File: config.mk
export PLATFORM = sky130hd
export DESIGN_NAME = uart_rx_fifo_flat
export DESIGN_NICKNAME = d
export VERILOG_FILES = /design/src/rtl/uart_rx_fifo_if.sv /design/src/rtl/uart_rx_fifo.sv /design/src/flat_wrapper.sv
export SDC_FILE = /design/constraint.sdc
export NUM_CORES = 1
export LEC_CHECK = 0
export ABC_CLOCK_PERIOD_IN_PS = 2500
export BUFFER_PORTS_ARGS = -buffer_cell sky130_fd_sc_hd__buf_2
export CORE_MARGIN = 3
export CORE_UTILIZATION = 45
export DETAILED_ROUTE_END_ITERATION = 10
export HOLD_SLACK_MARGIN = 0.12
export PLACE_DENSITY_LB_ADDON = 0.15
export SLEW_MARGIN = 15
export SYNTH_ARGS = -nofsm -noshare
export SYNTH_HDL_FRONTEND = slang
export SYNTH_SLANG_ARGS = --single-unit
File: constraint.sdc
create_clock -name clk_in -period 2.5 [get_ports clk_in]
set_input_delay 0.25 -clock clk_in [delete_from_list [all_inputs] [get_ports clk_in]]
set_output_delay 0.25 -clock clk_in [all_outputs]
set_load 0.1 [all_outputs]
File: src/rtl/uart_rx_fifo_if.sv
// uart_rx_fifo_if: serial line plus FIFO read port of the UART receiver.
//   slave  : receiver side (takes rx_in / rx_ready_in, drives head entry,
//            flags, busy and level).
//   master : consumer side (drives rx_in / rx_ready_in, observes the rest).
interface uart_rx_fifo_if #(
    parameter int DATA_BITS  = 8,
    parameter int FIFO_DEPTH = 4
);
    logic                          rx_in;
    logic                          rx_ready_in;
    logic                          rx_valid_out;
    logic [DATA_BITS-1:0]          rx_data_out;
    logic                          rx_perr_out;
    logic                          rx_ferr_out;
    logic                          rx_overrun_out;
    logic                          rx_busy_out;
    logic [$clog2(FIFO_DEPTH):0]   fifo_level_out;

    modport slave (
        input  rx_in, rx_ready_in,
        output rx_valid_out, rx_data_out, rx_perr_out, rx_ferr_out,
               rx_overrun_out, rx_busy_out, fifo_level_out
    );

    modport master (
        output rx_in, rx_ready_in,
        input  rx_valid_out, rx_data_out, rx_perr_out, rx_ferr_out,
               rx_overrun_out, rx_busy_out, fifo_level_out
    );
endinterface

File: src/rtl/uart_rx_fifo.sv
// uart_rx_fifo: UART receiver (configurable width / parity / stop bits)
// feeding a small FIFO with a valid/ready read port.
//   clk_in    : system clock
//   rst_in_n  : synchronous active-low reset
//   bus       : uart_rx_fifo_if.slave -- rx_in serial line, rx_ready_in pop,
//               head entry {rx_data_out, rx_perr_out, rx_ferr_out},
//               rx_valid_out, rx_overrun_out pulse, rx_busy_out, fifo_level_out
module uart_rx_fifo #(
    parameter int CLKS_PER_BIT = 142,
    parameter int DATA_BITS    = 8,
    parameter int PARITY_MODE  = 0,
    parameter int STOP_BITS    = 1,
    parameter int FIFO_DEPTH   = 4
) (
    input  logic          clk_in,
    input  logic          rst_in_n,
    uart_rx_fifo_if.slave bus
);
    localparam int CW = $clog2(CLKS_PER_BIT);
    localparam int IW = $clog2(DATA_BITS + 1);
    localparam int AW = $clog2(FIFO_DEPTH);

    localparam logic [CW-1:0] LAST_CNT  = CW'(CLKS_PER_BIT - 1);
    localparam logic [CW-1:0] MID_CNT   = CW'((CLKS_PER_BIT - 1) / 2);
    localparam logic [IW-1:0] LAST_BIT  = IW'(DATA_BITS - 1);
    localparam logic [IW-1:0] LAST_STOP = IW'(STOP_BITS - 1);
    localparam logic          ODD       = (PARITY_MODE == 2);
    localparam logic [AW:0]   FULL_LVL  = (AW+1)'(FIFO_DEPTH);

    typedef enum logic [2:0] {IDLE, START, DATA, PARITY, STOP, PUSH} state_t;

    typedef struct packed {
        logic [DATA_BITS-1:0] data;
        logic                 perr;
        logic                 ferr;
    } entry_t;

    state_t               state;
    logic [1:0]           sync;
    logic                 rx_sync;
    logic [CW-1:0]        cnt;
    logic [IW-1:0]        idx;
    logic [DATA_BITS-1:0] shreg;
    logic                 perr;
    logic                 ferr;
    logic                 busy;

    assign rx_sync = sync[1];

    // Receive FSM. Every sample point is a counter terminal count; the start
    // bit is checked at mid-bit so all later samples land mid-bit too.
    always_ff @(posedge clk_in) begin
        if (!rst_in_n) begin
            sync  <= 2'b11;
            state <= IDLE;
            cnt   <= '0;
            idx   <= '0;
            shreg <= '0;
            perr  <= 1'b0;
            ferr  <= 1'b0;
            busy  <= 1'b0;
        end else begin
            sync <= {sync[0], bus.rx_in};
            case (state)
                IDLE: begin
                    if (!rx_sync) begin
                        state <= START;
                        cnt   <= '0;
                        busy  <= 1'b1;
                    end
                end
                START: begin
                    if (cnt == MID_CNT) begin
                        cnt  <= '0;
                        idx  <= '0;
                        perr <= 1'b0;
                        ferr <= 1'b0;
                        if (!rx_sync) begin
                            state <= DATA;
                        end else begin
                            // line went back high: a glitch, not a start bit
                            state <= IDLE;
                            busy  <= 1'b0;
                        end
                    end else begin
                        cnt <= cnt + 1'b1;
                    end
                end
                DATA: begin
                    if (cnt == LAST_CNT) begin
                        cnt   <= '0;
                        // LSB first: after DATA_BITS shifts bit 0 is the first bit
                        shreg <= {rx_sync, shreg[DATA_BITS-1:1]};
                        if (idx == LAST_BIT) begin
                            idx   <= '0;
                            state <= (PARITY_MODE != 0) ? PARITY : STOP;
                        end else begin
                            idx <= idx + 1'b1;
                        end
                    end else begin
                        cnt <= cnt + 1'b1;
                    end
                end
                PARITY: begin
                    if (cnt == LAST_CNT) begin
                        cnt   <= '0;
                        perr  <= (^shreg) ^ rx_sync ^ ODD;
                        state <= STOP;
                    end else begin
                        cnt <= cnt + 1'b1;
                    end
                end
                STOP: begin
                    if (cnt == LAST_CNT) begin
                        cnt  <= '0;
                        ferr <= ferr | ~rx_sync;
                        // leave right after the last sample so an early start
                        // bit can still be caught from IDLE
                        if (idx == LAST_STOP) begin
                            state <= PUSH;
                        end else begin
                            idx <= idx + 1'b1;
                        end
                    end else begin
                        cnt <= cnt + 1'b1;
                    end
                end
                PUSH: begin
                    state <= IDLE;
                    busy  <= 1'b0;
                end
                default: begin
                    state <= IDLE;
                    busy  <= 1'b0;
                end
            endcase
        end
    end

    // FIFO
    entry_t        mem [FIFO_DEPTH];
    logic [AW-1:0] wr_ptr;
    logic [AW-1:0] rd_ptr;
    logic [AW:0]   count;
    logic          overrun;
    logic          valid;
    logic          full;
    logic          push_req;
    logic          push_ok;
    logic          pop;
    entry_t        head;

    assign valid    = (count != '0);
    assign full     = (count == FULL_LVL);
    assign push_req = (state == PUSH);
    assign pop      = valid & bus.rx_ready_in;
    // a pop in the same cycle frees the slot, so a full FIFO still accepts
    assign push_ok  = push_req & (~full | pop);
    assign head     = mem[rd_ptr];

    always_ff @(posedge clk_in) begin
        if (push_ok) begin
            mem[wr_ptr] <= '{data: shreg, perr: perr, ferr: ferr};
        end
    end

    always_ff @(posedge clk_in) begin
        if (!rst_in_n) begin
            wr_ptr  <= '0;
            rd_ptr  <= '0;
            count   <= '0;
            overrun <= 1'b0;
        end else begin
            overrun <= push_req & full & ~pop;
            if (push_ok) wr_ptr <= wr_ptr + 1'b1;
            if (pop)     rd_ptr <= rd_ptr + 1'b1;
            case ({push_ok, pop})
                2'b10:   count <= count + 1'b1;
                2'b01:   count <= count - 1'b1;
                default: count <= count;
            endcase
        end
    end

    // head fields are gated so an empty FIFO (and reset) shows all zeros
    assign bus.rx_valid_out   = valid;
    assign bus.rx_data_out    = valid ? head.data : '0;
    assign bus.rx_perr_out    = valid & head.perr;
    assign bus.rx_ferr_out    = valid & head.ferr;
    assign bus.rx_overrun_out = overrun;
    assign bus.rx_busy_out    = busy;
    assign bus.fifo_level_out = count;
endmodule

File: src/flat_wrapper.sv
// flat-port wrapper written by rule: the top's interface ports become plain ports
module uart_rx_fifo_flat 
#(
    parameter int CLKS_PER_BIT = 142,
    parameter int DATA_BITS    = 8,
    parameter int PARITY_MODE  = 0,
    parameter int STOP_BITS    = 1,
    parameter int FIFO_DEPTH   = 4
)
  (clk_in, rst_in_n, bus_rx_in, bus_rx_ready_in, bus_rx_valid_out, bus_rx_data_out, bus_rx_perr_out, bus_rx_ferr_out, bus_rx_overrun_out, bus_rx_busy_out, bus_fifo_level_out);
  uart_rx_fifo_if #(.DATA_BITS(DATA_BITS), .FIFO_DEPTH(FIFO_DEPTH)) bus_i ();
  input  logic clk_in;
  input  logic rst_in_n;
  input wire logic [$bits(bus_i.rx_in)-1:0] bus_rx_in;
  input wire logic [$bits(bus_i.rx_ready_in)-1:0] bus_rx_ready_in;
  output wire logic [$bits(bus_i.rx_valid_out)-1:0] bus_rx_valid_out;
  output wire logic [$bits(bus_i.rx_data_out)-1:0] bus_rx_data_out;
  output wire logic [$bits(bus_i.rx_perr_out)-1:0] bus_rx_perr_out;
  output wire logic [$bits(bus_i.rx_ferr_out)-1:0] bus_rx_ferr_out;
  output wire logic [$bits(bus_i.rx_overrun_out)-1:0] bus_rx_overrun_out;
  output wire logic [$bits(bus_i.rx_busy_out)-1:0] bus_rx_busy_out;
  output wire logic [$bits(bus_i.fifo_level_out)-1:0] bus_fifo_level_out;
  assign bus_i.rx_in = bus_rx_in;
  assign bus_i.rx_ready_in = bus_rx_ready_in;
  assign bus_rx_valid_out = bus_i.rx_valid_out;
  assign bus_rx_data_out = bus_i.rx_data_out;
  assign bus_rx_perr_out = bus_i.rx_perr_out;
  assign bus_rx_ferr_out = bus_i.rx_ferr_out;
  assign bus_rx_overrun_out = bus_i.rx_overrun_out;
  assign bus_rx_busy_out = bus_i.rx_busy_out;
  assign bus_fifo_level_out = bus_i.fifo_level_out;
  uart_rx_fifo #(.CLKS_PER_BIT(CLKS_PER_BIT), .DATA_BITS(DATA_BITS), .PARITY_MODE(PARITY_MODE), .STOP_BITS(STOP_BITS), .FIFO_DEPTH(FIFO_DEPTH)) u_core (.clk_in(clk_in), .rst_in_n(rst_in_n), .bus(bus_i));
endmodule
==> impl_metrics.env <==
export IMPL_critPathArrivalTime_ps=2660
export IMPL_slowest_stage="or4b_4"
export IMPL_critPathTopFamily="simple AND/OR/NAND/NOR gates"
export IMPL_cts_buffer_depth=2
export IMPL_syn_avg_cell_area_um2=12.4
export IMPL_die_h_um=95.6
export IMPL_wl_mm=6.10
export IMPL_async_reset_ff_share_pct=0
export IMPL_crit_path_end_kind="register"
export IMPL_clk_pin_slew_ps=80
export IMPL_netlist_area_mm2=0.00361
export IMPL_worst_pin_slew_ps=528
export IMPL_placed_cells=405
export IMPL_slowest_delay_ps=540
export IMPL_area_growth_pct=12.9
export IMPL_yosys_warnings=0
export IMPL_path_buf_inv=2
export IMPL_hp_class="input port to register"
export IMPL_ant_nets=0
export IMPL_htreeDepth=3
export IMPL_antenna_found_initial=0
export IMPL_nNetsFinal=330
export IMPL_grt_setup_unrepaired="false"
export IMPL_yosysSeqAreaShare_pct=54.3
export IMPL_core_mm2=0.00777
export IMPL_yosys_cell_count_top_type="edfxtp_1"
export IMPL_setup_viol=0
export IMPL_initial_core_util_pct=46.5
export IMPL_finalHoldViolCount=0
export IMPL_via_per_inst=5.15
export IMPL_firstDrtPassIters=4
export IMPL_final_layout_size_suffix_gt1_share_pct=21.3
export IMPL_post_drt_wl_per_cell_um=14.5
export IMPL_synth_nets=307
export IMPL_cp_required_ps=2780
export IMPL_power_static_leakage_uw=0.00153
export IMPL_multi_input_area_mm2=0.00158
export IMPL_gp_congestion=0.714
export IMPL_criticalPathCategory="register to register"
export IMPL_synth_cell_type_count=54
export IMPL_hold_worst_slack_ps=193
export IMPL_clock_skew_ps=6.28
export IMPL_drtIter0Drc=66
export IMPL_die_w_um=95.6
export IMPL_synth_flop_cell="edfxtp_1"
export IMPL_synth_area_leaders="edfxtp_1 (33%), dfxtp_1 (21%), mux4_2 (6.2%)"
export IMPL_status="finished clean"
export IMPL_maxSlewViolCount=0
export IMPL_diodes=0
export IMPL_maxSlewHeadroom_pct=64.8
export IMPL_root_buffer="clkbuf_8"
export IMPL_ys_top_cells_by_count="edfxtp_1 (40), dfxtp_1 (38), and2_1 (23), nor2b_1 (18)"
export IMPL_overflow=0
export IMPL_clk_latency_ps=340
export IMPL_ir_drop_v=0.000319
export IMPL_cap_violations=0
export IMPL_grt_usage_pct=15.0
export IMPL_cts_resized=0
export IMPL_grt_max_degree=21
export IMPL_clkSinkCount=78
export IMPL_hpwl_mm=4.18
export IMPL_io_buffers=19
export IMPL_crit_chain="or4b_4 > and3_4 > inv_4 > ha_4 > inv_2 > fa_2 > xor2_1 > or3_1 > a21boi_1"
export IMPL_die_area_mm2=0.00914
export IMPL_nFillCells=696
export IMPL_fin_area_mm2=0.00408
export IMPL_syn_inst=292
export IMPL_grt_pass1_wl_mm=10.3
export IMPL_cts_inserted_buffers=9
export IMPL_row_count=32
export IMPL_cts_tree="yes"
export IMPL_cp_max_fo=7
export IMPL_ys_ff_latch=78
export IMPL_max_freq_ghz=0.420
export IMPL_synth_edf_count=40
export IMPL_power_density_mw_per_mm2=593
export IMPL_startpoint_type="register"
export IMPL_ff_latch_area_mm2=0.00197
export IMPL_ios=20
export IMPL_place_area_mm2=0.00385
export IMPL_fin_cells=422
export IMPL_yosysTopAreaCellShare_pct=33.2
export IMPL_synth_largest_area_cell="edfxtp_1"
export IMPL_grt_pass1_vias=2152
export IMPL_fin_crit_ps=2380
export IMPL_finalCritPeriodShare_pct=95.3
export IMPL_vias=2174
export IMPL_drc=0
export IMPL_finalSetupTns_ps=0
[what timing repair did]
action | in CTS | in global routing
hold endpoints to repair | 1 | 0
hold buffers | 1 | 0
buffers inserted | 0 | 0
[through the flow]
step	power [µW]	utilization (%)	setup slack [ps]
after floorplan	1420	-	-23.9
after global placement	1430	49.6	195
after detailed placement	1430	49.6	151
after CTS	2450	52.5	102
after global routing	2500	52.5	47.6
final	2420	52.5	118
[final timing paths]
check / to / start / depth (start not counted) / slack (ps)
max: u_core.bus.fifo_level_out[2] / u_core.bus.fifo_level_out[0] / 9 / 120
min reg2reg: u_core.sync[1] / u_core.sync[0] / 1 / 410
max reg2reg: u_core.bus.fifo_level_out[2] / u_core.bus.fifo_level_out[0] / 9 / 120
min: u_core.bus.rx_overrun_out / bus_rx_ready_in / 3 / 190
[final cells by class]
cell class | count | share of cell area, %
timing repair buffer | 25 | 3.50
tap | 102 | 3.13
clock buffer | 10 | 3.13
multi-input combinational | 190 | 38.7
sequential | 78 | 48.4
clock inverter | 6 | 2.15
inverter | 11 | 1.07
[cells in the final DEF (no fill, tap or decap), drive strengths merged, types with 2 or more instances in the layout]
master / instances
nor3b: 10
o22ai: 3
ha: 10
edfxtp: 40
nand2b: 5
o21ai: 13
buf: 24
nor4: 2
mux4: 10
nor2b: 18
nand4bb: 2
or4b: 2
xnor2: 11
or3: 3
nor3: 3
and3: 6
mux2i: 11
xor2: 2
bufinv: 2
clkbuf: 10
and2: 24
a21boi: 4
nand2: 11
nand3b: 2
nor4b: 2
nand3: 4
nor2: 6
inv: 11
a21o: 6
dfxtp: 38
clkinv: 4
a21oi: 6
[routing by layer]
metal  up-vias  wire [µm]  GRT usage [%]
li1       1099          -              -
met1      1043       2880           18.6
met2        23       2930           24.7
met4         0        126           8.18
met5         -          0              0
met3         9        160           2.84
[power breakdown]
group | switching [µW] | internal, µW | total (µW)
Clock | 456 | 563 | 1020
Sequential | 6.07 | 1330 | 1340
Combinational | 39.0 | 24.1 | 63.1
Total | 502 | 1920 | 2420
[logic make-up after synthesis]
group                      Yosys count  synth area share [%]
AOI/OAI and AO/OA                   39                  6.92
xor gates and xnor gates            13                  3.15
adders and majority gates           11                  4.02
buffers and inverters               24                  2.73
DFF                                 78                  54.3
muxes                               21                  9.28
and+or+nand+nor                    106                  19.6
[flip-flops by register name, indices dropped and copies added (netlist names), named ones only]
register / cells
u_core.rd_ptr: 2
u_core.idx: 4
u_core.sync: 2
u_core.mem: 40
u_core.shreg: 8
u_core.bus.fifo_level_out: 3
u_core.perr: 1
u_core.wr_ptr: 2
u_core.bus.rx_overrun_out: 1
u_core.cnt: 8
u_core.ferr: 1
u_core.bus.rx_busy_out: 1
u_core.state: 3
[worst min-delay path, stage by stage]
cell    delay [ps]
buf_2           80
or4b_4         120
nor3_1          40
Power figures use the tool's default switching activity.
